**src/rtl/alu_serial_ctrl.sv**
```systemverilog
// Bit-serial ALU controller: sequences a 32-bit operation through an external
// 1-bit ALU slice, one bit per clock, and assembles result, zero and ovf.
module alu_serial_ctrl (
  input  logic        clk,
  input  logic        rst,
  input  logic        start,
  input  logic [2:0]  op,
  input  logic [31:0] a_in,
  input  logic [31:0] b_in,
  output logic        sl_a,
  output logic        sl_b,
  output logic        sl_cin,
  output logic        sl_inv,
  output logic        sl_less,
  output logic [1:0]  sl_signal,
  input  logic        sl_out,
  input  logic        sl_cout,
  output logic        busy,
  output logic        done,
  output logic [31:0] result,
  output logic        zero,
  output logic        ovf
);

  typedef enum logic [1:0] {IDLE, RUN, DONE} state_t;

  localparam logic [2:0] OP_AND = 3'b000;
  localparam logic [2:0] OP_OR  = 3'b001;
  localparam logic [2:0] OP_ADD = 3'b010;
  localparam logic [2:0] OP_SUB = 3'b110;
  localparam logic [2:0] OP_SLT = 3'b111;

  state_t      state_reg, state_next;
  logic [31:0] a_reg, b_reg, shift_reg, result_reg;
  logic [2:0]  op_reg;
  logic [4:0]  k_reg;
  logic        carry_reg, zero_reg, ovf_reg;

  logic        accept, last_bit, v;
  logic [31:0] sum_word, fin_result;
  logic        fin_ovf;

  // start is only honoured outside RUN, so a request mid-operation has no effect
  assign accept   = start && (state_reg != RUN);
  assign last_bit = (state_reg == RUN) && (k_reg == 5'd31);

  always_comb begin
    state_next = state_reg;
    case (state_reg)
      IDLE:    if (start) state_next = RUN;
      RUN:     if (k_reg == 5'd31) state_next = DONE;
      DONE:    state_next = start ? RUN : IDLE;
      default: state_next = IDLE;
    endcase
  end

  // At k=31 carry_reg holds the carry into bit 31 and sl_cout the carry out of it
  assign v        = carry_reg ^ sl_cout;
  assign sum_word = {sl_out, shift_reg[30:0]};

  always_comb begin
    fin_result = 32'd0;
    fin_ovf    = 1'b0;
    case (op_reg)
      OP_AND, OP_OR: fin_result = sum_word;
      OP_ADD, OP_SUB: begin
        fin_result = sum_word;
        fin_ovf    = v;
      end
      OP_SLT:  fin_result = {31'd0, sl_out ^ v};
      default: fin_result = 32'd0;
    endcase
  end

  always_ff @(posedge clk) begin
    if (rst) begin
      state_reg  <= IDLE;
      a_reg      <= 32'd0;
      b_reg      <= 32'd0;
      op_reg     <= 3'd0;
      k_reg      <= 5'd0;
      carry_reg  <= 1'b0;
      shift_reg  <= 32'd0;
      result_reg <= 32'd0;
      zero_reg   <= 1'b0;
      ovf_reg    <= 1'b0;
    end else begin
      state_reg <= state_next;
      if (accept) begin
        a_reg     <= a_in;
        b_reg     <= b_in;
        op_reg    <= op;
        k_reg     <= 5'd0;
        carry_reg <= 1'b0;
        shift_reg <= 32'd0;
      end else if (state_reg == RUN) begin
        shift_reg[k_reg] <= sl_out;
        carry_reg        <= sl_cout;
        k_reg            <= last_bit ? 5'd0 : k_reg + 5'd1;
        if (last_bit) begin
          result_reg <= fin_result;
          zero_reg   <= (fin_result == 32'd0);
          ovf_reg    <= fin_ovf;
        end
      end
    end
  end

  always_comb begin
    sl_a      = 1'b0;
    sl_b      = 1'b0;
    sl_cin    = 1'b0;
    sl_inv    = 1'b0;
    sl_less   = 1'b0;
    sl_signal = 2'b00;
    if (state_reg == RUN) begin
      sl_a      = a_reg[k_reg];
      sl_b      = b_reg[k_reg];
      sl_inv    = op_reg[2];
      // SLT runs the slice as a plain subtract and fixes up the sign afterwards
      sl_signal = (op_reg == OP_SLT) ? 2'b10 : op_reg[1:0];
      sl_cin    = (k_reg == 5'd0) ? op_reg[2] : carry_reg;
    end
  end

  assign busy   = (state_reg == RUN);
  assign done   = (state_reg == DONE);
  assign result = result_reg;
  assign zero   = zero_reg;
  assign ovf    = ovf_reg;

endmodule

```
**config.mk**
```make
export PLATFORM = sky130hd
export DESIGN_NAME = alu_serial_ctrl
export DESIGN_NICKNAME = d
export VERILOG_FILES = /design/src/rtl/alu_serial_ctrl.sv
export SDC_FILE = /design/constraint.sdc
export NUM_CORES = 1
export LEC_CHECK = 0
export ABC_AREA = 1
export CAP_MARGIN = 30
export CORE_MARGIN = 2
export CORE_UTILIZATION = 60
export DETAILED_ROUTE_END_ITERATION = 7
export DONT_BUFFER_PORTS = 1
export PLACE_DENSITY = 0.79
export SLEW_MARGIN = 10
export SYNTH_ARGS = -nofsm -noshare
export SYNTH_HDL_FRONTEND = slang
export SYNTH_SLANG_ARGS = --single-unit
```
**constraint.sdc**
```tcl
create_clock -name clk -period 2.3 [get_ports clk]
set_input_delay 0.23 -clock clk [delete_from_list [all_inputs] [get_ports clk]]
set_output_delay 0.23 -clock clk [all_outputs]
set_load 0.01 [all_outputs]
```
* Yosys cells after proc, flatten, opt, wreduce, memory -nomap -nowiden
Index checks and enable logic that the tools add are counted.
Operators by class: reductions and logical operators 12, div/mod/pow operators 0, $add $sub $neg 1, mux-type cells 21, multipliers 0, equality and inequality tests 10, order comparisons 2, bitwise logic cells 3, shift-type cells 0
Operator list (number):
- $pmux W32 S2 | 1
- $bwmux W32 | 1
- $logic_not A32 Y1 | 1
- $bmux W1 S5 | 2
- $mux W1 | 10
- $mux W2 | 4
- $eq A3 B3 Y1 const B | 2
- $lt A5 B6 Y1 const B | 1
- $pmux W2 S3 | 1
- $add A5 B1 Y5 const B | 1
- $demux W1 S5 | 1
- $eq A5 B5 Y1 const B | 1
- $ge A5 B1 Y1 const B | 1
- $logic_not A5 Y1 | 1
- $mux W5 | 1
- $ne A2 B1 Y1 const B | 2
- $reduce_or A2 Y1 | 2
- $reduce_or A4 Y1 | 1
- $eq A3 B1 Y1 const B | 1
- $eq A3 B2 Y1 const B | 1
- $logic_and A1 B1 Y1 | 3
- $logic_not A3 Y1 | 1
- $reduce_and A3 Y1 | 1
- $eq A2 B1 Y1 const B | 1
- other kinds (6) | 7
Storage, ports and cells: output and inout bits 43, memories kept 0, register bits 141, logic and storage cells 59, memory bits (read-only) 0, input bits 72, RAM bits 0, latch bits 0

* Longest topological paths before layout
Gate-level depths: netlist of the first run.
word-level depth 5, mapped depth 12

* Least setup slack after synthesis of the first run
OpenSTA, ideal clock, no wires.
path kind flip-flop to output port, from register k_reg[0], to output port sl_cin, data arrival time 1.483 ns, required time 2.070 ns, stages on the path, launching flop included 9, slack 0.587 ns, cells stage by stage dfxtp_1 buf_2 inv_1 buf_2 ha_1 nand2_2 nor2_1 a21oi_1 a31oi_1
Between the ends: word-level cells in the longest chain between the ends 3
RTL lines:
- from (decl) | line 36 | logic [4:0] k_reg;
- from (signal assigned) | line 99 | k_reg <= last_bit ? 5'd0 : k_reg + 5'd1;
- $logic_not A5 Y1 | line 122 | sl_cin = (k_reg == 5'd0) ? op_reg[2] : carry_reg;
- $mux W1 | line 122
- $mux W1 | line 116 | if (state_reg == RUN) begin
- to (decl) | line 12 | output logic sl_cin,
Every way passes these cells.

* Final worst setup path of the first run
from register state_reg[0], to output port sl_cin
Between the ends: word-level cells in the longest chain between the ends 2
RTL lines:
- from (decl) | line 33 | state_t state_reg, state_next;
- from (signal assigned) | line 88 | state_reg <= state_next;
- $eq A2 B1 Y1
- via busy | line 18 | output logic busy,
- $mux W1 | line 116
The timed path passes the listed nets, and every way through them passes these cells.

==> flow_summary_export.csv, run 1 <==
group,metric,value,unit
outcome,outcome,"complete, no violations",
global_routing,grt_max_degree,70,
detailed_routing,via_per_inst,5.85,
setup_path,critPathKind,"reg2out",
placement,portBuffers,0,
synth,ys.flop_type,"dfxtp_1",
detailed_routing,wl_per_cell,16.6,um
setup_path,slowest_delay,0.45,ns
power_and_ir_drop,power.density,818,nW/um^2
detailed_routing,ant_nets,0,
detailed_routing,dr.pass1.iters,5,
clocking,clock_sinks,140,
placement,routabilityCongestion,0.910,
clocking,clk_path_buf_depth,2,
global_routing,grt_overflow,0,
detailed_routing,wirelength,17.1,mm
synth,ys_warn_count,0,
timing,skew,0.00956,ns
power_and_ir_drop,ir_drop,0.608,mV
clocking,cts_root_buf,"clkbuf_8",
layout,fin_util,76.7,%
clocking,path_clk_slew,0.06,ns
synth,yosysSeqAreaShare,46.6,%
clocking,insertion_delay,0.53,ns
layout,nFillCells,690,
power_and_ir_drop,p_clk_share,48.3,%
floorplanning,core,9730,sq um
floorplanning,dieArea,10800,sq um
placement,hpwl,10.3,mm
global_routing,grt_pass1_vias,6039,
synth,synth_edf_count,0,
clocking,cts_buffers,17,
power_and_ir_drop,switching_share,23.8,%
synth,async_reset_ff_share,0,%
layout,stdcell_area,7470,sq um
power_and_ir_drop,seq_power_share,42.5,%
setup_path,crit_chain,"nand2_8 > inv_4 > nand2_2 > nor2_4 > a21oi_1 > a31oi_2",
placement,place_ws,0.313,ns
power_and_ir_drop,p_int,4.66,mW
power_and_ir_drop,power.share.combinational,9.2,%
detailed_routing,drc,0,
floorplanning,die_w,104,um
timing,fin_ws,0.0872,ns
synth,synth_area_per_cell,7.19,sq um
synth,synth_cell_type_count,31,
flow_run,drv_cap,0,
timing,timing.hold.ws,0.0848,ns
timing,worst_pin_slew,0.943,ns
detailed_routing,num_vias,6037,
setup_path,arrival,1.98,ns
layout,seqCellArea,2810,sq um
hold_path,hold_path.class,"in2reg",
placement,dp.cells,929,
timing,finalHoldViolations,0,
synth,ys_ff_latch,140,
layout,drive_gt1_share,8.79,%
layout,syn_to_final_growth,24.3,%
layout,nNetsFinal,963,
synth,netlist_area,6010,sq um
floorplanning,io_pins,115,
timing,finalCriticalPeriod,2.21,ns
timing,setup-tns-final,0,ns
synth,syn-num-nets,913,
timing,rsz0062_at_grt,"false",
power_and_ir_drop,p_leak,2.93,nW
setup_path,worst_ep_required_time,2.07,ns
setup_path,path_max_fanout,18,
synth,netlist_instances,836,
power_and_ir_drop,p_switching,1.46,mW
floorplanning,start_util,61.8,%
timing,finalCritPeriodShare,96.2,%
layout,num_antenna_cells,0,
clocking,cts_tree,"done",
setup_path,cp-end-kind,"output pin",
global_routing,antenna_found_initial,0,
layout,fin_cells,1032,
timing,report.final.setup_viol,0,
layout,multiInputGateArea,2820,sq um
setup_path,cp-start-kind,"flip-flop",
global_routing,track_usage,31.8,%
timing,slew_viol_final,0,
placement,placed_area,6030,sq um
global_routing,grt_pass1_wl,27.8,mm
setup_path,slowest_stage,"dfxtp_1",
timing,max_freq,452,MHz
floorplanning,rows,36,
floorplanning,die_h,104,um
timing,timing.slew.headroom,36.9,%
detailed_routing,drt_first_iter_violations,413,
power_and_ir_drop,p_total,6.11,mW
clocking,htree_levels,4,
[synth_stat cells, types with 4 or more instances]
cell type  count  share of area, %
o22ai_1       16               1.7
nand2_2        4              0.42
inv_2          8              0.50
nand2_1       74               4.6
nor3_1         4              0.33
nor2_2         5              0.52
clkbuf_1      22               1.4
ha_1           5               1.0
buf_2         23               1.9
a21oi_1       79               6.6
inv_1         40               2.5
o21ai_1        5              0.42
o21ai_0      132                11
nor2_1       213                13
dfxtp_1      140                47
nand3_1       34               2.8
a311oi_1       6              0.87
[cell families after synthesis]
| group | synth area share (%) |
|---|---|
| other cells | 0.0624 |
| compound gates | 21.1 |
| xor+xnor | 0.146 |
| fa+ha+maj | 1.04 |
| buf+inv | 7.39 |
| simple gates | 23.6 |
| flops | 46.6 |
[power by group through the flow]
stage	clock network (mW)	registers (mW)	logic, mW
floorplan	0	2.62	0.357
global placement	0	2.64	0.408
detailed placement	0	2.64	0.427
CTS	2.94	2.59	0.537
global route	3.04	2.60	0.630
finish	2.95	2.59	0.564
[what timing repair did]
action,CTS,global route
setup buffers,0,0
hold endpoints to repair,115,0
setup endpoints to repair,3,3
resized for setup,9,14
hold buffers,71,0
pin swaps,0,1
[final timing paths]
path | start | cells after the start | slack [ns] | end
worst max-delay path | state_reg[0]$_SDFFE_PP0P_ | 6 | 0.09 | sl_cin
worst min-delay path | sl_out | 2 | 0.08 | shift_reg[19]$_SDFFE_PP0P_
worst max register to register | k_reg[0]$_SDFFE_PP0P_ | 12 | 0.28 | zero$_SDFFE_PP0P_
worst min register to register | shift_reg[7]$_SDFFE_PP0P_ | 2 | 0.47 | shift_reg[7]$_SDFFE_PP0P_
[critical path: cells and delay by family, from the launching register on]
family	cells	cell delay [ns]
buffers and inverters	1	0.16
AND/OR/NAND/NOR	3	0.49
AO/OA/AOI/OAI	2	0.35
flip-flops	1	0.45
[cell usage in the layout (no fill, tap or decap), drive strengths merged]
master	netlist	final
a21oi	79	79
a311oi	6	6
a31oi	3	3
buf	30	14
bufinv	0	4
clkbuf	24	22
clkinv	0	2
clkinvlp	0	4
conb	1	1
dfxtp	140	140
dlygate4sd3	0	71
ha	5	5
inv	48	48
nand2	80	80
nand3	34	34
nor2	219	219
nor3	6	6
nor3b	2	2
nor4	3	3
o211ai	1	1
o21a	1	1
o21ai	137	137
o22ai	16	16
xnor2	1	1
[cell type report]
type,instances,area share (%)
Clock inverter,10,2.14
Tap cell,133,2.23
Clock buffer,22,6.47
Sequential cell,140,37.6
Timing Repair Buffer,85,11.3
Multi-Input combinational cell,594,37.8
Inverter,48,2.48
[routing by layer]
layer / vias to the layer above / part of all wire, % / track usage [%]
met5: - / 0 / 0
met4: 0 / 3.3 / 15.8
met3: 55 / 7.9 / 7.58
met2: 311 / 51 / 57.2
met1: 2807 / 37 / 34.8
li1: 2864 / - / -
(Power assumes the default switching activity.)
==> run 2: changes to the inputs <==
--- a/config.mk
+++ b/config.mk
@@ -7,11 +7,13 @@
 export LEC_CHECK = 0
 export ABC_AREA = 1
 export CAP_MARGIN = 30
+export CELL_PAD_IN_SITES_DETAIL_PLACEMENT = 1
+export CELL_PAD_IN_SITES_GLOBAL_PLACEMENT = 2
 export CORE_MARGIN = 2
-export CORE_UTILIZATION = 60
+export CORE_UTILIZATION = 35
 export DETAILED_ROUTE_END_ITERATION = 7
 export DONT_BUFFER_PORTS = 1
-export PLACE_DENSITY = 0.79
+export PLACE_DENSITY = 0.82
 export SLEW_MARGIN = 10
 export SYNTH_ARGS = -nofsm -noshare
 export SYNTH_HDL_FRONTEND = slang
==> run 2 against run 1 <==
Net effect:
- clock skew rose by 0.0020 ns
- core utilization down 33 points
- sequential power barely moved
- combinational power shrank 3.9%
- clock-buffer cell count shrank 3
- total power is 4.9% lower
- die area grew 68%
- worst setup slack better by 0.013 ns
- clock power fell by 9.2%
- final cell count is 6.4% higher
- sequential share of layout area up 0.84 points
- sequential cell count stayed put
- largest power group unchanged
==> flow_summary_export.csv, run 2 (same netlist as run 1, synthesis figures left out) <==
group,metric,value,unit
outcome,outcome,"complete, no violations",
floorplanning,start_util,36.0,%
placement,hpwl,12.8,mm
setup_path,path_max_fanout,12,
timing,finalCriticalPeriod,2.20,ns
placement,routabilityCongestion,0.875,
global_routing,grt_overflow,0,
setup_path,cp-start-kind,"flip-flop",
clocking,path_clk_slew,0.06,ns
floorplanning,dieArea,18200,sq um
flow_run,drv_cap,0,
detailed_routing,drc,0,
layout,num_antenna_cells,0,
clocking,htree_levels,4,
global_routing,grt_pass1_wl,30.6,mm
detailed_routing,num_vias,5733,
setup_path,critPathTopFamily,"flip-flops",
timing,finalHoldViolations,0,
setup_path,worst_ep_required_time,2.07,ns
global_routing,grt.busiest_layer,"met2",
clocking,cts_tree,"done",
clocking,cts_buffers,17,
global_routing,use_met2,37.9,%
hold_path,hold_path.class,"in2reg",
detailed_routing,wirelength,19.0,mm
power_and_ir_drop,switching_share,26.6,%
global_routing,antenna_found_initial,0,
setup_path,slowest_stage,"dfxtp_1",
global_routing,grtUsageMet3,6.12,%
detailed_routing,ant_nets,0,
layout,stdcell_area,7300,sq um
timing,max_freq,455,MHz
floorplanning,io_pins,115,
setup_path,cp-end-kind,"output pin",
layout,drive_gt1_share,8.88,%
layout,nNetsFinal,942,
floorplanning,core,16700,sq um
detailed_routing,dr.pass1.iters,4,
layout,mostFrequentLayoutCell,"nor2_1",
floorplanning,rows,47,
timing,timing.slew.headroom,52.4,%
global_routing,grt_max_degree,70,
clocking,clk_path_buf_depth,2,
layout,syn_to_final_growth,21.4,%
power_and_ir_drop,power.density,796,nW/um^2
clocking,insertion_delay,0.44,ns
power_and_ir_drop,seq_power_share,44.5,%
power_and_ir_drop,p_leak,2.81,nW
timing,skew,0.0115,ns
layout,fin_util,43.7,%
power_and_ir_drop,p_total,5.81,mW
power_and_ir_drop,p_int,4.27,mW
timing,finalCritPeriodShare,95.6,%
power_and_ir_drop,p_clk_share,46.1,%
detailed_routing,via_per_inst,5.22,
detailed_routing,wl_per_cell,17.3,um
power_and_ir_drop,p_switching,1.54,mW
timing,report.final.setup_viol,0,
global_routing,grt_pass1_vias,5996,
layout,final_cell_mix,"210 x nor2_1, 139 x dfxtp_1, 132 x o21ai_0, 77 x a21oi_1, 74 x nand2_1",
clocking,cts_root_buf,"clkbuf_16",
timing,worst_pin_slew,0.711,ns
global_routing,grt.met1_usage,25.5,%
setup_path,critPathKind,"reg2out",
placement,portBuffers,0,
floorplanning,die_w,135,um
global_routing,track_usage,21.6,%
floorplanning,die_h,135,um
placement,placed_area,6140,sq um
setup_path,crit_chain,"inv_1 > buf_6 > ha_2 > nand2_4 > nor2_2 > a21oi_1 > a31oi_2",
clocking,clock_sinks,140,
timing,rsz0062_at_grt,"true",
setup_path,arrival,1.97,ns
setup_path,slowest_delay,0.36,ns
power_and_ir_drop,power.share.combinational,9.3,%
timing,slew_viol_final,0,
setup_path,critPathBufInv,2,
detailed_routing,drt_first_iter_violations,279,
timing,timing.hold.ws,0.00563,ns
power_and_ir_drop,ir_drop,0.555,mV
run 2: cell types whose count changed in the layout (fill, tap and decap cells not counted), sizes merged:
cell	change
bufinv	-3
clkinv	+2
dlygate4sd3	-21
inv	+5
clkinvlp	-1
clkbuf	-3
run 2: power groups by stage:
stage	registers, mW	clock network, mW	logic [mW]
floorplan	2.62	0	0.357
finish	2.59	2.68	0.542
detailed placement	2.64	0	0.457
global route	2.60	2.84	0.617
CTS	2.59	2.74	0.539
global placement	2.64	0	0.436
run 2: what timing repair did:
item	CTS	global route
gates resized for setup	6	16
hold endpoints to repair	68	1
pin swaps	0	2
setup endpoints to repair	3	3
hold buffers	49	1
setup buffers	0	0
run 2: cell type report:
cell class,instances,area (sq um)
inverter,48,180
timing repair buffer,64,649
multi-input combinational,594,2820
clock buffer,19,443
fill,2051,9400
sequential,140,2800
tap,220,275
clock inverter,13,131
run 2: final timing paths:
path | slack, ns | start | cells after the start | to
max | 0.10 | k_reg[0]$_SDFFE_PP0P_ | 7 | sl_cin
min | 0.006 | a_in[16] | 2 | a_reg[16]$_SDFFE_PP0P_
max reg2reg | 0.22 | k_reg[0]$_SDFFE_PP0P_ | 12 | zero$_SDFFE_PP0P_
min reg2reg | 0.47 | shift_reg[7]$_SDFFE_PP0P_ | 2 | shift_reg[7]$_SDFFE_PP0P_
run 2: per-layer routing:
layer	up-vias	share of wire (%)
li1	2829	-
met3	31	4.7
met2	136	50
met5	-	0
met1	2737	43
met4	0	2.0
run 2: per-stage QoR:
| step | setup WS (ns) | TNS [ns] | cells |
|---|---|---|---|
| 6_report | 0.100 | 0 | 1098 |
| 5_1_grt | -0.0203 | -0.0296 | 1098 |
| 4_1_cts | 0.00108 | 0 | 1097 |
| 3_5_place_dp | 0.282 | 0 | 1016 |
| 3_3_place_gp | 0.325 | 0 | 1016 |
| 2_1_floorplan | 0.587 | 0 | 836 |
